==> src/rtl/mdu_pkg.sv <==
// mdu_pkg: shared op codes, FSM encoding and op legality for the iterative multiply/divide unit.
// Contents: OP_* op codes, state_t (ST_IDLE/ST_CALC/ST_FIX), DW_DEFAULT, op_legal().
// Build option: MDU_MADD_EN makes MADD/MADDU (100/101) legal ops.
package mdu_pkg;
    localparam int DW_DEFAULT = 32;
    localparam logic [2:0] OP_MULT  = 3'b000;
    localparam logic [2:0] OP_MULTU = 3'b001;
    localparam logic [2:0] OP_DIV   = 3'b010;
    localparam logic [2:0] OP_DIVU  = 3'b011;
    localparam logic [2:0] OP_MADD  = 3'b100;
    localparam logic [2:0] OP_MADDU = 3'b101;
    typedef enum logic [1:0] {ST_IDLE, ST_CALC, ST_FIX} state_t;
    function automatic logic op_legal(input logic [2:0] op);
`ifdef MDU_MADD_EN
        return op <= OP_MADDU;
`else
        return op <= OP_DIVU;
`endif
    endfunction
endpackage

==> src/rtl/mdu_div_step.sv <==
// mdu_div_step: one combinational restoring-divide step on a {rem, quo} pair.
// Ports: rem_in/quo_in current partial remainder and dividend/quotient shift register,
//        divisor magnitude, rem_out/quo_out state after shifting in one dividend bit.
module mdu_div_step #(
    parameter int DW = 32
) (
    input  logic [DW-1:0] rem_in,
    input  logic [DW-1:0] quo_in,
    input  logic [DW-1:0] divisor,
    output logic [DW-1:0] rem_out,
    output logic [DW-1:0] quo_out
);
    logic [DW:0] shifted;
    logic [DW:0] diff;
    assign shifted = {rem_in, quo_in[DW-1]};
    // bit DW of diff set means the trial subtraction went negative: restore
    assign diff    = shifted - {1'b0, divisor};
    assign rem_out = diff[DW] ? shifted[DW-1:0] : diff[DW-1:0];
    assign quo_out = {quo_in[DW-2:0], ~diff[DW]};
endmodule

==> src/rtl/mdu_iter.sv <==
// mdu_iter: iterative MULT/MULTU/DIV/DIVU unit, one bit per cycle, feeding the HI/LO registers.
// Ports: clk, rst (async, active-high); start/op/a/b request (sampled in IDLE);
//        hi_in/lo_in accumulate operand for MADD ops; busy while in flight; done one-cycle
//        HI/LO write strobe; hi_out/lo_out result (held until next completion);
//        div_zero set with done when a divide had b==0, cleared on next accepted start.
// Build option: MDU_MADD_EN adds MADD/MADDU (product + {hi_in, lo_in} sampled at start).
module mdu_iter import mdu_pkg::*; #(
    parameter int DW    = DW_DEFAULT,
    parameter int CNT_W = 6
) (
    input  logic          clk,
    input  logic          rst,
    input  logic          start,
    input  logic [2:0]    op,
    input  logic [DW-1:0] a,
    input  logic [DW-1:0] b,
    input  logic [DW-1:0] hi_in,
    input  logic [DW-1:0] lo_in,
    output logic          busy,
    output logic          done,
    output logic [DW-1:0] hi_out,
    output logic [DW-1:0] lo_out,
    output logic          div_zero
);
    state_t state, state_nx;
    logic [CNT_W-1:0] cnt;
    logic [2*DW-1:0] acc;
    logic [DW-1:0] mcand;
    logic is_div, neg_p, neg_r, dz;
    logic accept, last, a_neg, b_neg;
    logic [DW-1:0] a_abs, b_abs, rem_nx, quo_nx, rem_fix, quo_fix;
    logic [DW:0] add_sum;
    logic [2*DW-1:0] prod, prod_fix;
`ifdef MDU_MADD_EN
    logic [2*DW-1:0] addend;
`else
    logic unused_madd;
    assign unused_madd = ^{hi_in, lo_in};
`endif

    // op[0]==0 marks the signed variants (MULT/DIV/MADD); op[1] selects divide
    assign a_neg  = ~op[0] & a[DW-1];
    assign b_neg  = ~op[0] & b[DW-1];
    assign a_abs  = a_neg ? -a : a;
    assign b_abs  = b_neg ? -b : b;
    assign accept = state == ST_IDLE && start && op_legal(op);
    assign last   = cnt == CNT_W'(DW - 1);

    mdu_div_step #(.DW(DW)) u_div_step (
        .rem_in  (acc[2*DW-1:DW]),
        .quo_in  (acc[DW-1:0]),
        .divisor (mcand),
        .rem_out (rem_nx),
        .quo_out (quo_nx)
    );

    // shift-add: low half holds the unconsumed multiplier bits, high half the partial product
    assign add_sum = {1'b0, acc[2*DW-1:DW]} + {1'b0, acc[0] ? mcand : {DW{1'b0}}};

    always_comb begin
        prod    = neg_p ? -acc : acc;
`ifdef MDU_MADD_EN
        prod_fix = prod + addend;
`else
        prod_fix = prod;
`endif
        // divide by zero leaves rem == |a|; restoring the dividend sign returns a unmodified
        quo_fix = dz ? {DW{1'b1}} : (neg_p ? -acc[DW-1:0] : acc[DW-1:0]);
        rem_fix = neg_r ? -acc[2*DW-1:DW] : acc[2*DW-1:DW];
    end

    always_ff @(posedge clk or posedge rst) begin
        if (rst) state <= ST_IDLE;
        else     state <= state_nx;
    end

    always_comb begin
        state_nx = state == ST_IDLE ? (accept ? ST_CALC : ST_IDLE) :
                   state == ST_CALC ? (last ? ST_FIX : ST_CALC) : ST_IDLE;
    end

    always_comb begin
        busy = state != ST_IDLE;
    end

    always_ff @(posedge clk or posedge rst) begin
        if (rst) begin
            cnt      <= '0;
            acc      <= '0;
            mcand    <= '0;
            is_div   <= 1'b0;
            neg_p    <= 1'b0;
            neg_r    <= 1'b0;
            dz       <= 1'b0;
            done     <= 1'b0;
            hi_out   <= '0;
            lo_out   <= '0;
            div_zero <= 1'b0;
`ifdef MDU_MADD_EN
            addend   <= '0;
`endif
        end else begin
            done <= state == ST_FIX;
            if (accept) begin
                cnt      <= '0;
                is_div   <= op[1];
                neg_p    <= a_neg ^ b_neg;
                neg_r    <= a_neg;
                dz       <= op[1] && b == '0;
                mcand    <= op[1] ? b_abs : a_abs;
                acc      <= {{DW{1'b0}}, op[1] ? a_abs : b_abs};
                div_zero <= 1'b0;
`ifdef MDU_MADD_EN
                addend   <= {hi_in, lo_in};
`endif
            end else if (state == ST_CALC) begin
                cnt <= last ? cnt : cnt + 1'b1;
                acc <= is_div ? {rem_nx, quo_nx} : {add_sum, acc[DW-1:1]};
            end else if (state == ST_FIX) begin
                hi_out   <= is_div ? rem_fix : prod_fix[2*DW-1:DW];
                lo_out   <= is_div ? quo_fix : prod_fix[DW-1:0];
                div_zero <= dz;
            end
        end
    end
endmodule
==> config.mk <==
export PLATFORM = sky130hd
export DESIGN_NAME = mdu_iter
export DESIGN_NICKNAME = d
export VERILOG_FILES = /design/src/rtl/mdu_pkg.sv /design/src/rtl/mdu_div_step.sv /design/src/rtl/mdu_iter.sv
export SDC_FILE = /design/constraint.sdc
export NUM_CORES = 1
export LEC_CHECK = 0
export BUFFER_PORTS_ARGS = -buffer_cell sky130_fd_sc_hd__buf_2
export CORE_UTILIZATION = 45
export CTS_BUF_LIST = sky130_fd_sc_hd__clkbuf_8
export DETAILED_ROUTE_END_ITERATION = 6
export PLACE_DENSITY = 0.65
export SETUP_SLACK_MARGIN = 0.2
export SLEW_MARGIN = 10
export SYNTH_ARGS = -nofsm -noshare
export SYNTH_HDL_FRONTEND = slang
export SYNTH_SLANG_ARGS = --single-unit
==> constraint.sdc <==
create_clock -name clk -period 11.6 [get_ports clk]
set_input_delay 2.32 -clock clk [delete_from_list [all_inputs] [get_ports clk]]
set_output_delay 2.32 -clock clk [all_outputs]
set_load 0.03 [all_outputs]
==> impl_metrics.csv <==
group,metric,value,unit
global_route,grt_pass1_vias,12476,
timing,finalWorstSetupSlack,6.56,ns
timing,skew,0.0218,ns
setup_path,r2r-end,"acc[61]$_DFFE_PP0P_",
clocking,clkTransAtPathRegs,0.11,ns
synthesis,syn_area_per_cell,7.98,µm²
clocking,postCtsHoldBufs,0,
synthesis,synth_xor_area_share,10.9,%
setup_path,cp-end-kind,"register",
floorplan,start_util,46.2,%
global_route,antenna_found_initial,0,
clocking,post-cts-setup-buffers,0,
drt,ant_nets,0,
global_route,grt.busiest_layer,"met2",
setup_path,crit_arrival,5.44,ns
drt,drt_iter0_markers,1048,
synthesis,synth_top_family_by_area,"compound AO/OA/AOI/OAI gates",
global_route,met3_usage,3.84,%
floorplan,rows,64,
setup_path,cp_max_fo,4,
run_status,status,"complete, no violations",
clocking,clock_latency,0.51,ns
synthesis,syn_inst,1789,
placement,numPortBuffers,136,
drt,drc,0,
setup_path,path_class,"in -> reg",
placement,post-dp-hpwl,32.2,mm
synthesis,synth_nets,1994,
timing,rsz0062_at_grt,"no",
synthesis,synth_compound_area_share,24.2,%
clocking,clock_sinks,174,
power,power.leakage,7.09,nW
clocking,cts_root_buffer,"clkbuf_8",
timing,hold_viol,0,
setup_path,critPathRequiredTime,12.00,ns
timing,slew_headroom,19.9,%
global_route,use_met1,36.7,%
worst_hold_path,min_from,"hi_out[7]$_DFFE_PP0P_",
synthesis,synth_area,14300,µm²
final_layout,final_util,50.3,%
timing,finalSetupTns,0,ns
setup_path,regToRegSetupSlack,6.91,ns
timing,fin_crit,5.04,ns
synthesis,yosys.area_share.simple,19.2,%
drt,drt-wirelength-per-cell,18.8,µm
floorplan,core_area,30900,µm²
clocking,htreeDepth,4,
timing,holdWs,0.477,ns
global_route,gr-total-overflow,0,
setup_path,r2r_cells,14,
synthesis,synth_fa_ha_area_share,6.33,%
synthesis,synth_edf_count,0,
placement,gp_congestion,0.996,
final_layout,fill_cells,3048,
drt,drt_first_pass_iters,5,
synthesis,yosysSeqAreaShare,30.5,%
synthesis,ys_types,76,
final_layout,nNetsFinal,2053,
clocking,cts_buffers,17,
placement,place_area,15200,µm²
floorplan,die_h,180,µm
drt,num_vias,13295,
global_route,track_usage,26.4,%
clocking,post_cts_resized,0,
global_route,grt_use_met2,43.0,%
final_layout,area_growth,8.92,%
worst_hold_path,holdPathEnd,"hi_out[7]$_DFFE_PP0P_",
final_layout,regArea,4360,µm²
timing,max_freq,198,MHz
timing,fin_crit_sh,43.5,%
setup_path,r2r-start,"acc[31]$_DFFE_PP0P_",
timing,setup_viol,0,
drt,drt_wl_total,42.4,mm
final_layout,antennaDiodeCount,0,
global_route,grt_max_degree,90,
drt,via_per_inst,5.89,
synthesis,synth_flop_cell,"dfrtp_1",
power,power.density,324,nW/µm²
worst_hold_path,hold_path_class,"reg -> reg",
timing,finalMaxSlewViolations,0,
floorplan,boundaryPins,201,
final_layout,multiInputGateArea,9250,µm²
synthesis,synthArstFlopShare,100,%
placement,place_ws,6.10,ns
clocking,cts_tree,"done",
synthesis,ys_seq_elements,174,
setup_path,start_kind,"input pin",
job,max-cap-violations,0,
worst_hold_path,holdPathStages,2,
clocking,cts_buffer_depth,2,
global_route,grt_pass1_wl,68.0,mm
final_layout,final_area,15500,µm²
power,irDropWorstVdd,0.275,mV
synthesis,yosysWarningCount,0,
synthesis,synth_mux_area_share,4.01,%
floorplan,dieArea,32400,µm²
final_layout,drive_gt1_share,12.4,%
timing,tightest_slew,1.20,ns
floorplan,die_w,180,µm
[through the flow]
step           cells  power (mW)
5_1_grt         2257        5.46
6_report        2257        5.04
3_5_place_dp    2225        4.57
2_1_floorplan   1789        3.74
4_1_cts         2257        5.02
3_3_place_gp    2225        4.53
[cells by family (layout without fill, tap and decap cells)]
kind of cell / after synthesis / in the layout
AOI/OAI and AO/OA: 553 / 553
and+or+nand+nor: 580 / 580
buffers and inverters: 176 / 248
adders and majority gates: 71 / 71
muxes: 57 / 57
DFF: 174 / 174
xor gates and xnor gates: 178 / 178
[layout by cell type, fill, tap and decap left out, drive strengths merged, types with 14 or more instances in the layout]
| cell | netlist | final |
|---|---|---|
| a21oi | 140 | 140 |
| o21ai | 184 | 184 |
| clkbuf | 97 | 18 |
| nor4 | 17 | 17 |
| a21o | 41 | 41 |
| nand2 | 177 | 177 |
| buf | 16 | 153 |
| mux2i | 56 | 56 |
| a31oi | 18 | 18 |
| o211ai | 17 | 17 |
| o221ai | 27 | 27 |
| nand3 | 73 | 73 |
| a22oi | 18 | 18 |
| xnor2 | 80 | 80 |
| dfrtp | 174 | 174 |
| xor2 | 98 | 98 |
| ha | 69 | 69 |
| inv | 61 | 69 |
| nor2 | 168 | 168 |
| or4 | 14 | 14 |
| nor3 | 34 | 34 |
| o31ai | 27 | 27 |
| or3 | 18 | 18 |
[critical path: stages]
cell     delay [ns]
buf_2          0.13
or4_1          0.57
or4b_2         0.68
or3_1          0.36
nor3_1         0.20
nand2_1        0.14
nor4_1         0.21
nor2_1         0.08
xnor2_1        0.26
a21oi_1        0.12
a311o_1        0.36
[worst max-delay path by stage]
stage,endpoint,cells past startpoint,from,slack (ns)
global route,acc[29]$_DFFE_PP0P_,11,b[15],6.42
global placement,acc[29]$_DFFE_PP0P_,11,b[15],6.10
detailed placement,acc[29]$_DFFE_PP0P_,11,b[15],6.10
CTS,acc[29]$_DFFE_PP0P_,11,b[15],6.64
floorplan,acc[0]$_DFFE_PP0P_,1,rst,4.56
finish,acc[29]$_DFFE_PP0P_,11,b[15],6.56
[state kept, by name, indices dropped and copies added (netlist names)]
register / cells
hi_out: 32
dz: 1
done: 1
cnt: 6
neg_r: 1
acc: 64
neg_p: 1
mcand: 32
is_div: 1
state: 2
lo_out: 32
div_zero: 1
[cells in the mapped netlist (4+ instances only)]
cell,number,share of area (%)
o21bai_1,5,0.26
clkbuf_1,97,2.6
nand2b_1,12,0.53
nand4_1,8,0.35
nor3_1,34,1.2
a311oi_1,4,0.25
inv_1,61,1.6
o21ai_0,177,6.2
nor4_1,16,0.70
or4_4,4,0.32
xor2_1,98,6.0
a211oi_1,8,0.42
xnor2_1,80,4.9
o31ai_1,25,1.3
o21ai_1,6,0.21
dfrtp_1,174,31
o311ai_0,4,0.25
buf_1,4,0.11
a22oi_1,18,0.95
a21oi_1,140,4.9
o41ai_1,9,0.55
or2_2,9,0.39
a41oi_1,5,0.31
nand3_1,73,2.6
buf_2,9,0.32
mux2i_1,56,3.9
ha_1,69,6.0
and3_1,10,0.44
nor2_1,168,4.4
o221ai_1,27,1.7
o211ai_1,17,0.89
nand2_1,177,4.7
and2_1,8,0.35
nor2b_1,12,0.53
or4_1,10,0.53
or3_1,17,0.75
a31o_2,8,0.49
a31oi_1,18,0.79
a21o_1,40,2.1
o2111ai_1,5,0.31
o21a_1,9,0.47
[where the power goes]
part	switching (mW)	internal, mW
Sequential	0.360	0.853
Combinational	2.02	1.38
Clock	0.265	0.166
Total	2.64	2.40
[per-layer routing]
layer  wire length, µm  vias to the layer above
met2             19400                      421
met5                 0                        -
met4               761                        0
met3              2380                       46
li1                  -                     6534
met1             19800                     6294
[area by class of cell]
cell class / instances / area share [%]
tap: 396 / 3.19
sequential: 174 / 28.0
multi-input combinational: 1439 / 59.5
inverter: 63 / 1.55
clock inverter: 14 / 0.926
clock buffer: 18 / 1.59
timing repair buffer: 153 / 5.20
Note: power is estimated with default switching activity, not from simulation.
